===== src/rtl/correlator_pkg.sv =====
// Shared constants and helpers for the correlator chain: default geometry,
// pair-table extraction and the 1-bit sign-agreement counter.
package correlator_pkg;

  localparam int DEF_WIDTH = 4;
  localparam int DEF_IBITS = 2;
  localparam int DEF_TRATE = 5;
  localparam int DEF_TBITS = 3;
  localparam int DEF_VBITS = 6;
  localparam logic [19:0] DEF_PAIRS = 20'h76321;

  // Upper bounds for the generic pair-table helpers.
  localparam int PAIRS_MAXW = 256;
  localparam int ENTRY_MAXW = 16;

  function automatic logic [ENTRY_MAXW-1:0] pair_entry(
    input logic [PAIRS_MAXW-1:0] pairs,
    input int                    slot,
    input int                    ibits
  );
    logic [ENTRY_MAXW-1:0] mask;
    mask = ENTRY_MAXW'((32'd1 << (2 * ibits)) - 32'd1);
    return ENTRY_MAXW'(pairs >> (slot * 2 * ibits)) & mask;
  endfunction

  function automatic logic [ENTRY_MAXW-1:0] pair_ant_a(
    input logic [ENTRY_MAXW-1:0] entry,
    input int                    ibits
  );
    return entry >> ibits;
  endfunction

  function automatic logic [ENTRY_MAXW-1:0] pair_ant_b(
    input logic [ENTRY_MAXW-1:0] entry,
    input int                    ibits
  );
    return entry & ENTRY_MAXW'((32'd1 << ibits) - 32'd1);
  endfunction

  // Number of agreeing sign pairs, 0..2.
  function automatic logic [1:0] xnor_count2(
    input logic a0,
    input logic b0,
    input logic a1,
    input logic b1
  );
    return {1'b0, a0 ~^ b0} + {1'b0, a1 ~^ b1};
  endfunction

endpackage


===== src/rtl/pair_product.sv =====
// Stage 1 of the correlator: per-slot antenna pair select and the 1-bit
// complex product A*conj(B) expressed as real/imag agreement counts.
module pair_product
  import correlator_pkg::*;
#(
  parameter int                         WIDTH = DEF_WIDTH,
  parameter int                         IBITS = DEF_IBITS,
  parameter int                         TRATE = DEF_TRATE,
  parameter int                         TBITS = DEF_TBITS,
  parameter logic [TRATE*2*IBITS-1:0]   PAIRS = DEF_PAIRS
) (
  input  logic             vis_clk,
  input  logic             reset,
  input  logic             valid_i,
  input  logic             first_i,
  input  logic             last_i,
  input  logic [TBITS-1:0] taddr_i,
  input  logic [WIDTH-1:0] idata_i,
  input  logic [WIDTH-1:0] qdata_i,
  output logic             vld_o,
  output logic             first_o,
  output logic             last_o,
  output logic [TBITS-1:0] taddr_o,
  output logic [1:0]       dre_o,
  output logic [1:0]       dim_o
);

  logic [IBITS-1:0] ant_a, ant_b;
  logic             ai, aq, bi, bq;
  logic             in_range;
  logic [1:0]       dre_d, dim_d;

  logic             vld_p1_q;
  logic             first_p1_q, last_p1_q;
  logic [TBITS-1:0] taddr_p1_q;
  logic [1:0]       dre_p1_q, dim_p1_q;

  always_comb begin
    ant_a    = IBITS'(pair_ant_a(pair_entry(PAIRS_MAXW'(PAIRS), int'(taddr_i), IBITS), IBITS));
    ant_b    = IBITS'(pair_ant_b(pair_entry(PAIRS_MAXW'(PAIRS), int'(taddr_i), IBITS), IBITS));
    ai       = idata_i[ant_a];
    aq       = qdata_i[ant_a];
    bi       = idata_i[ant_b];
    bq       = qdata_i[ant_b];
    in_range = ({1'b0, taddr_i} < (TBITS+1)'(TRATE));
    dre_d    = xnor_count2(ai, bi, aq, bq);
    // ai XOR bq is the same as ai XNOR ~bq.
    dim_d    = xnor_count2(aq, bi, ai, ~bq);
  end

  // ---- stage 1 register (p1) ----
  always_ff @(posedge vis_clk) begin
    if (reset) begin
      vld_p1_q <= 1'b0;
    end else begin
      vld_p1_q <= valid_i && in_range;
    end
  end

  always_ff @(posedge vis_clk) begin
    if (valid_i) begin
      first_p1_q <= first_i;
      last_p1_q  <= last_i;
      taddr_p1_q <= taddr_i;
      dre_p1_q   <= dre_d;
      dim_p1_q   <= dim_d;
    end
  end

  assign vld_o   = vld_p1_q;
  assign first_o = first_p1_q;
  assign last_o  = last_p1_q;
  assign taddr_o = taddr_p1_q;
  assign dre_o   = dre_p1_q;
  assign dim_o   = dim_p1_q;

endmodule


===== src/rtl/pairwise_correlator.sv =====
// Per-slot 1-bit visibility accumulator: pair product, saturating per-slot
// register file with single-cycle read-modify-write, and framed output.
module pairwise_correlator
  import correlator_pkg::*;
#(
  parameter int                       WIDTH = DEF_WIDTH,
  parameter int                       IBITS = DEF_IBITS,
  parameter int                       TRATE = DEF_TRATE,
  parameter int                       TBITS = DEF_TBITS,
  parameter int                       VBITS = DEF_VBITS,
  parameter logic [TRATE*2*IBITS-1:0] PAIRS = DEF_PAIRS
) (
  input  logic             vis_clk,
  input  logic             reset,
  input  logic             valid_i,
  input  logic             first_i,
  input  logic             last_i,
  input  logic [TBITS-1:0] taddr_i,
  input  logic [WIDTH-1:0] idata_i,
  input  logic [WIDTH-1:0] qdata_i,
  output logic             valid_o,
  output logic [TBITS-1:0] taddr_o,
  output logic [VBITS-1:0] re_o,
  output logic [VBITS-1:0] im_o,
  output logic             sat_o
);

  // Returns {overflow, clamped sum}.
  function automatic logic [VBITS:0] sat_add(
    input logic [VBITS-1:0] acc,
    input logic [1:0]       d
  );
    logic [VBITS:0] sum;
    sum = {1'b0, acc} + (VBITS+1)'(d);
    if (sum[VBITS]) begin
      return {1'b1, {VBITS{1'b1}}};
    end
    return sum;
  endfunction

  logic             vld_p1, first_p1, last_p1;
  logic [TBITS-1:0] taddr_p1;
  logic [1:0]       dre_p1, dim_p1;

  pair_product #(
    .WIDTH (WIDTH),
    .IBITS (IBITS),
    .TRATE (TRATE),
    .TBITS (TBITS),
    .PAIRS (PAIRS)
  ) u_pair_product (
    .vis_clk (vis_clk),
    .reset   (reset),
    .valid_i (valid_i),
    .first_i (first_i),
    .last_i  (last_i),
    .taddr_i (taddr_i),
    .idata_i (idata_i),
    .qdata_i (qdata_i),
    .vld_o   (vld_p1),
    .first_o (first_p1),
    .last_o  (last_p1),
    .taddr_o (taddr_p1),
    .dre_o   (dre_p1),
    .dim_o   (dim_p1)
  );

  logic [VBITS-1:0] acc_re_q [TRATE];
  logic [VBITS-1:0] acc_im_q [TRATE];
  logic [VBITS-1:0] base_re, base_im;
  logic [VBITS-1:0] upd_re_d, upd_im_d;
  logic             ovf_re, ovf_im;

  logic             valid_q;
  logic [TBITS-1:0] taddr_q;
  logic [VBITS-1:0] re_q, im_q;
  logic             sat_q;

  always_comb begin
    base_re = first_p1 ? '0 : acc_re_q[taddr_p1];
    base_im = first_p1 ? '0 : acc_im_q[taddr_p1];
    {ovf_re, upd_re_d} = sat_add(base_re, dre_p1);
    {ovf_im, upd_im_d} = sat_add(base_im, dim_p1);
  end

  // ---- stage 2: accumulate and register the output (p2) ----
  always_ff @(posedge vis_clk) begin
    if (reset) begin
      for (int t = 0; t < TRATE; t++) begin
        acc_re_q[t] <= '0;
        acc_im_q[t] <= '0;
      end
      valid_q <= 1'b0;
      taddr_q <= '0;
      re_q    <= '0;
      im_q    <= '0;
      sat_q   <= 1'b0;
    end else begin
      valid_q <= vld_p1 && last_p1;
      if (vld_p1) begin
        acc_re_q[taddr_p1] <= upd_re_d;
        acc_im_q[taddr_p1] <= upd_im_d;
        sat_q              <= sat_q | ovf_re | ovf_im;
        if (last_p1) begin
          taddr_q <= taddr_p1;
          re_q    <= upd_re_d;
          im_q    <= upd_im_d;
        end
      end
    end
  end

  assign valid_o = valid_q;
  assign taddr_o = taddr_q;
  assign re_o    = re_q;
  assign im_o    = im_q;
  assign sat_o   = sat_q;

endmodule

===== config.mk =====
export PLATFORM = sky130hd
export DESIGN_NAME = pairwise_correlator
export DESIGN_NICKNAME = d
export VERILOG_FILES = /design/src/rtl/correlator_pkg.sv /design/src/rtl/pair_product.sv /design/src/rtl/pairwise_correlator.sv
export SDC_FILE = /design/constraint.sdc
export NUM_CORES = 1
export LEC_CHECK = 0
export ABC_AREA = 1
export CAP_MARGIN = 0
export CORE_AREA = 3 3 135 137
export DETAILED_ROUTE_END_ITERATION = 8
export DIE_AREA = 0 0 138 140
export PLACE_DENSITY_LB_ADDON = 0.08
export SETUP_SLACK_MARGIN = 0.15
export SLEW_MARGIN = 30
export SYNTH_ARGS = -nofsm -noshare
export SYNTH_HDL_FRONTEND = slang
export SYNTH_HIERARCHICAL = 1
export SYNTH_SLANG_ARGS = --single-unit

===== constraint.sdc =====
create_clock -name vis_clk -period 2.95 [get_ports vis_clk]
set_input_delay 0.295 -clock vis_clk [delete_from_list [all_inputs] [get_ports vis_clk]]
set_output_delay 0.295 -clock vis_clk [all_outputs]
set_load 0.05 [all_outputs]

After elaboration in Yosys (flattened, before gate mapping)
Memories as Yosys holds them, arrays and structs flattened. A register that Yosys moved wholly into a read port is not among the register bits.
Index checks and enable logic that the tools add are counted.
Widths: inputs -> output; s select.

operators by class
  $add $sub $neg = 4
  multipliers = 0
  divide/modulo/power cells = 0
  $lt $le $gt $ge = 3
  eq/ne operators = 0
  shift-type cells = 1
  mux-type cells = 29
  bitwise logic cells = 7
  reductions and logical operators = 5

operator list
  cell                  count
  $mux 7                4
  $mux 6                4
  $shr 19x5->4 const A  1
  $add 6x2->7           2
  $mux 1                13
  $mux 3                4
  $reduce_or 6->1       2
  $bmux 1 s2            4
  $lt 2x3->1 const B    2
  $add 1x1->2           2
  $xnor 1x1->1          4
  $lt 3x3->1 const B    1
  $logic_and 1x1->1     2
  $or 1x1->1            2
  $reduce_and 2->1      1
  $not 1->1             1

word-level totals
  register bits after elaboration = 27
  bits in latches = 0
  bits in writable memories = 60
  ROM bits = 0
  bits of input ports = 16
  output and inout port bits = 17
  logic and storage cells = 62
  memories kept = 2

memories
  memory    words  width  read ports  clocked after memory_dff  write ports  line                       RTL
  acc_im_q  5      6      1           1                         5            pairwise_correlator.sv:69  logic [VBITS-1:0] acc_im_q [TRATE];
  acc_re_q  5      6      1           1                         5            pairwise_correlator.sv:68  logic [VBITS-1:0] acc_re_q [TRATE];

Depth between registers and ports, before layout
  word-level depth = 6
  mapped depth = 20
  mapped depth without buffers = 17

Hierarchy
The synthesis kept the hierarchy.

modules (own cells, without submodules)
  module               times used  cells an instance  area each (um^2)  sequential area each (um^2)
  pairwise_correlator  1           585                5,388.9           3,223.1
  pair_product         1           77                 613.1             290.3

Worst setup path before layout
Ideal clock, no wire load.

  kind = flip-flop to flip-flop
  start = register u_pair_product.taddr_p1_q[2] (netlist: u_pair_product/taddr_o[2])
  end = memory acc_re_q[0][0] (netlist bit), data pin
  setup time = 0.140 ns
  data arrival time = 2.598 ns
  required time = 2.810 ns
  slack = 0.212 ns
  stages on the path, launching flop included = 20
  path buffers = 2
  period minus slack after synthesis = 2.738 ns
  cell sequence = edfxtp_1 > inv_1 > clkbuf_1 > nand3_1 > inv_1 > nand2_1 > nand2_1 > a221oi_1 > a41oi_1 > ha_1 > inv_1 > fa_1 > inv_1 > nand2_1 > nor2_2 > nand2_2 > buf_6 > nand2_2 > inv_2 > nor2_1

RTL lines
  what                    line                       RTL
  from (decl)             pair_product.sv:35         logic [TBITS-1:0] taddr_p1_q;
  from (signal assigned)  pair_product.sv:64         taddr_p1_q <= taddr_i;
  to (decl)               pairwise_correlator.sv:68

==> reports/results.txt <==
outcome = finished clean
WL met3 = 483 µm
Clock power frac = 42.9%
Hold WS = 0.442 ns
dpl hpwl = 11500 µm
post-route setup slack = 0.133 ns
Post-Route WL = 16300 µm
Layout Cells excl Fill = 986
FF-to-FF setup slack = 0.13 ns
RR Endpoint = acc_im_q[4][4]
vias per std cell = 4.65
cells after synthesis = 662
CP Max Fanout = 5
clock root buffer = clkbuf_16
commonest non-fill, non-tap cell in the layout = nand2_1
CTS tree = done
clock skew = 0.0175 ns
crit share post-route = 95.5%
Hold Path Depth = 1
CP Capture Type = flip-flop
Pre-antenna DRT Iters = 4
Worst Max-Slew Pin Slew = 0.673 ns
clock buffer depth = 2
min-delay src = first_i
GRT Total Usage = 17.2%
Die ar. = 0.0193 mm²
largest net degree at the start of global routing = 35
H-tree depth = 4
area grow syn2layout = 32.3%
synth warn = 6
Worst Path Arrival = 2.97 ns
pre-CTS setup slack = -0.0108 ns
vias = 4588
number of global-route vias before repair = 4759
synth top area cells = edfxtp_1 53%, nand2_1 16%, dfxtp_1 6.0%, nor2_1 4.7%, inv_1 3.7%
total grt overflow = 0
ratio of cells with drive above 1 in the final layout = 24.8%
# diodes = 0
M1 WL = 7310 µm
Avg Inst Size Synth = 9.07 µm²
met2 WL = 8360 µm
Max Fclk = 0.355 GHz
Post-Syn Nets = 686
core footprint = 0.0172 mm²
required time worst endpoint = 3.10 ns
startpoint class of the critical path = flip-flop
Leak = 0.00349 µW
Final Total Pwr = 4910 µW
antenna violations before repair = 0
IO Pins = 33
post-route minimum period = 2.82 ns
Wirelength per Cell = 16.5 µm
post-layout util = 46.2%
Worst Hold End = u_pair_product/first_o
Die W = 138 µm
slew margin rel. = 55.0%
reg-to-reg startpoint = u_pair_product/taddr_o[2]
P_sw = 1310 µW
pwr/cell area = 618 mW/mm²
FF-to-FF path depth = 14
final setup fails = 0
Max Slew Vio Count = 0
Top Layer Used = met4
initial core utilization = 34.9%
Rows = 48
PortBufs = 32
synthesized cell area = 0.00600 mm²
Final Hold Fails = 0
crit path kind = reg -> reg
worst vdd ir = 0.427 mV
largest family of logic cells by synthesized area = simple AND/OR/NAND/NOR gates
dominant cell type by area after synthesis = edfxtp_1
CTS Sinks = 123
commonest non-fill, non-tap cells in the layout = 244 x nand2_1, 105 x edfxtp_1, 63 x nor2_1, 46 x inv_1, 46 x buf_4
Synth Area in XOR/XNOR = 0.563%
gp weighted congestion = 0.867
Post-DRT Antenna Nets = 0
clk_lat worst skew = 0.42 ns
CTS Buf Count = 17
post-synth cell types = 36
DR iter-0 viols = 211
Comb power frac = 16.2%
Worst Hold Class = in -> reg
Power Internal = 3610 µW
fin nets = 772
post-synthesis mux area share = 0%
drt drc = 0
register clock-pin slew on the reported worst setup and hold paths = 0.05 ns
Seq pwr share = 40.9%
first-pass GRT wire length = 25800 µm
compound-cell area share of the yosys netlist = 4.67%
FF+latch count, synth = 123
RSZ-0062 raised after global routing = true
synthesized-area fraction occupied by adder cells = 1.92%
placed cell count = 939
max-cap viol count = 0
sequential cell area fraction in the yosys report = 58.5%
switching share of power = 26.6%
share of the synthesized area in the top cell type = 52.5%
Die Y = 140 µm
Post-Synth Simple-Gate Area = 27.2%
==> cells in the mapped netlist <==
library cell  number
nand2_1          258
edfxtp_1         105
nor2_1            75
inv_1             59
nand3_1           21
dfxtp_1           18
a31oi_1           10
clkbuf_1          10
o21ai_0           10
buf_6              9
inv_2              8
nand2_4            8
a21oi_1            7
a22oi_1            7
nor2_2             7
ha_1               6
buf_2              5
nand2_2            5
o21ai_1            5
nand3_2            4
nor3_1             3
a41oi_1            2
and3_1             2
clkinv_1           2
fa_1               2
nand3b_1           2
nand4_1            2
xor2_1             2
a221oi_1           1
a22o_1             1
buf_1              1
nor2_4             1
nor4_1             1
o21ai_2            1
o21bai_2           1
xor2_2             1
==> cell families after synthesis <==
logic type               count (synthesis)
AND/OR/NAND/NOR                        389
flip-flops                             123
buffers and inverters                   94
AO/OA/AOI/OAI                           45
adder cells (fa/ha/maj)                  8
XOR/XNOR                                 3
==> what timing repair did <==
item | CTS | global route
hold buffers | 0 | 0
buffers inserted | 5 | 9
gates resized for setup | 22 | 91
pin swaps | 6 | 37
gates cloned | 0 | 1
setup endpoints to repair | 88 | 103
==> critical path, stage by stage (launching register included) <==
cell      delay [ns]
edfxtp_1        0.50
nor3_4          0.24
buf_6           0.12
a22o_1          0.13
a21oi_2         0.04
a41oi_2         0.23
ha_2            0.24
inv_2           0.04
fa_2            0.33
inv_2           0.10
nand2_4         0.07
buf_6           0.13
o21ai_4         0.18
buf_6           0.14
a31oi_1         0.08
==> cell type report <==
cell class	count	area [µm²]
sequential	123	3510
timing repair buffer	91	821
fill	1645	9230
tap	225	282
multi-input combinational	446	2420
clock buffer	18	439
clock inverter	14	173
inverter	69	292
==> how the worst max path moves through the flow <==
stage                     slack, ns                 startpoint              to
after CTS                      0.15  u_pair_product/taddr_o[1]  acc_im_q[1][0]
after global routing           0.03  u_pair_product/taddr_o[2]  acc_re_q[0][4]
final                          0.13  u_pair_product/taddr_o[2]  acc_im_q[4][4]
after floorplan                0.21  u_pair_product/taddr_o[2]  acc_re_q[0][0]
after global placement         0.06  u_pair_product/taddr_o[0]  acc_im_q[4][1]
after detailed placement      -0.01  u_pair_product/taddr_o[0]  acc_im_q[4][1]
==> stage by stage <==
step	cell area (µm²)	setup TNS [ns]
floorplan	6000	0
global placement	6790	0
detailed placement	6790	-0.0136
CTS	7500	0
global route	7940	0
finish	7940	0
==> power groups by stage <==
stage | logic [µW] | registers [µW] | clock network [µW]
2_1_floorplan | 363 | 2060 | 0
3_3_place_gp | 646 | 2040 | 0
3_5_place_dp | 642 | 2040 | 0
4_1_cts | 667 | 2010 | 2150
5_1_grt | 872 | 2010 | 2230
6_report | 794 | 2010 | 2110
==> flip-flops by register name, summed over array words and instances, names as in the netlist, 2 cells and up <==
register and cells:
acc_im_q 48, im_o 6, re_o 6, u_pair_product/dim_o 2, u_pair_product/taddr_o 3, taddr_o 3, acc_re_q 48, u_pair_product/dre_o 2
==> metal layers <==
| layer | global-route usage [%] | vias up |
|---|---|---|
| li1 | - | 2321 |
| met1 | 21.7 | 2201 |
| met2 | 29.4 | 58 |
| met3 | 3.86 | 8 |
| met4 | 5.72 | 0 |
| met5 | 0 | - |
No activity file was read; power rests on OpenSTA's default activity.
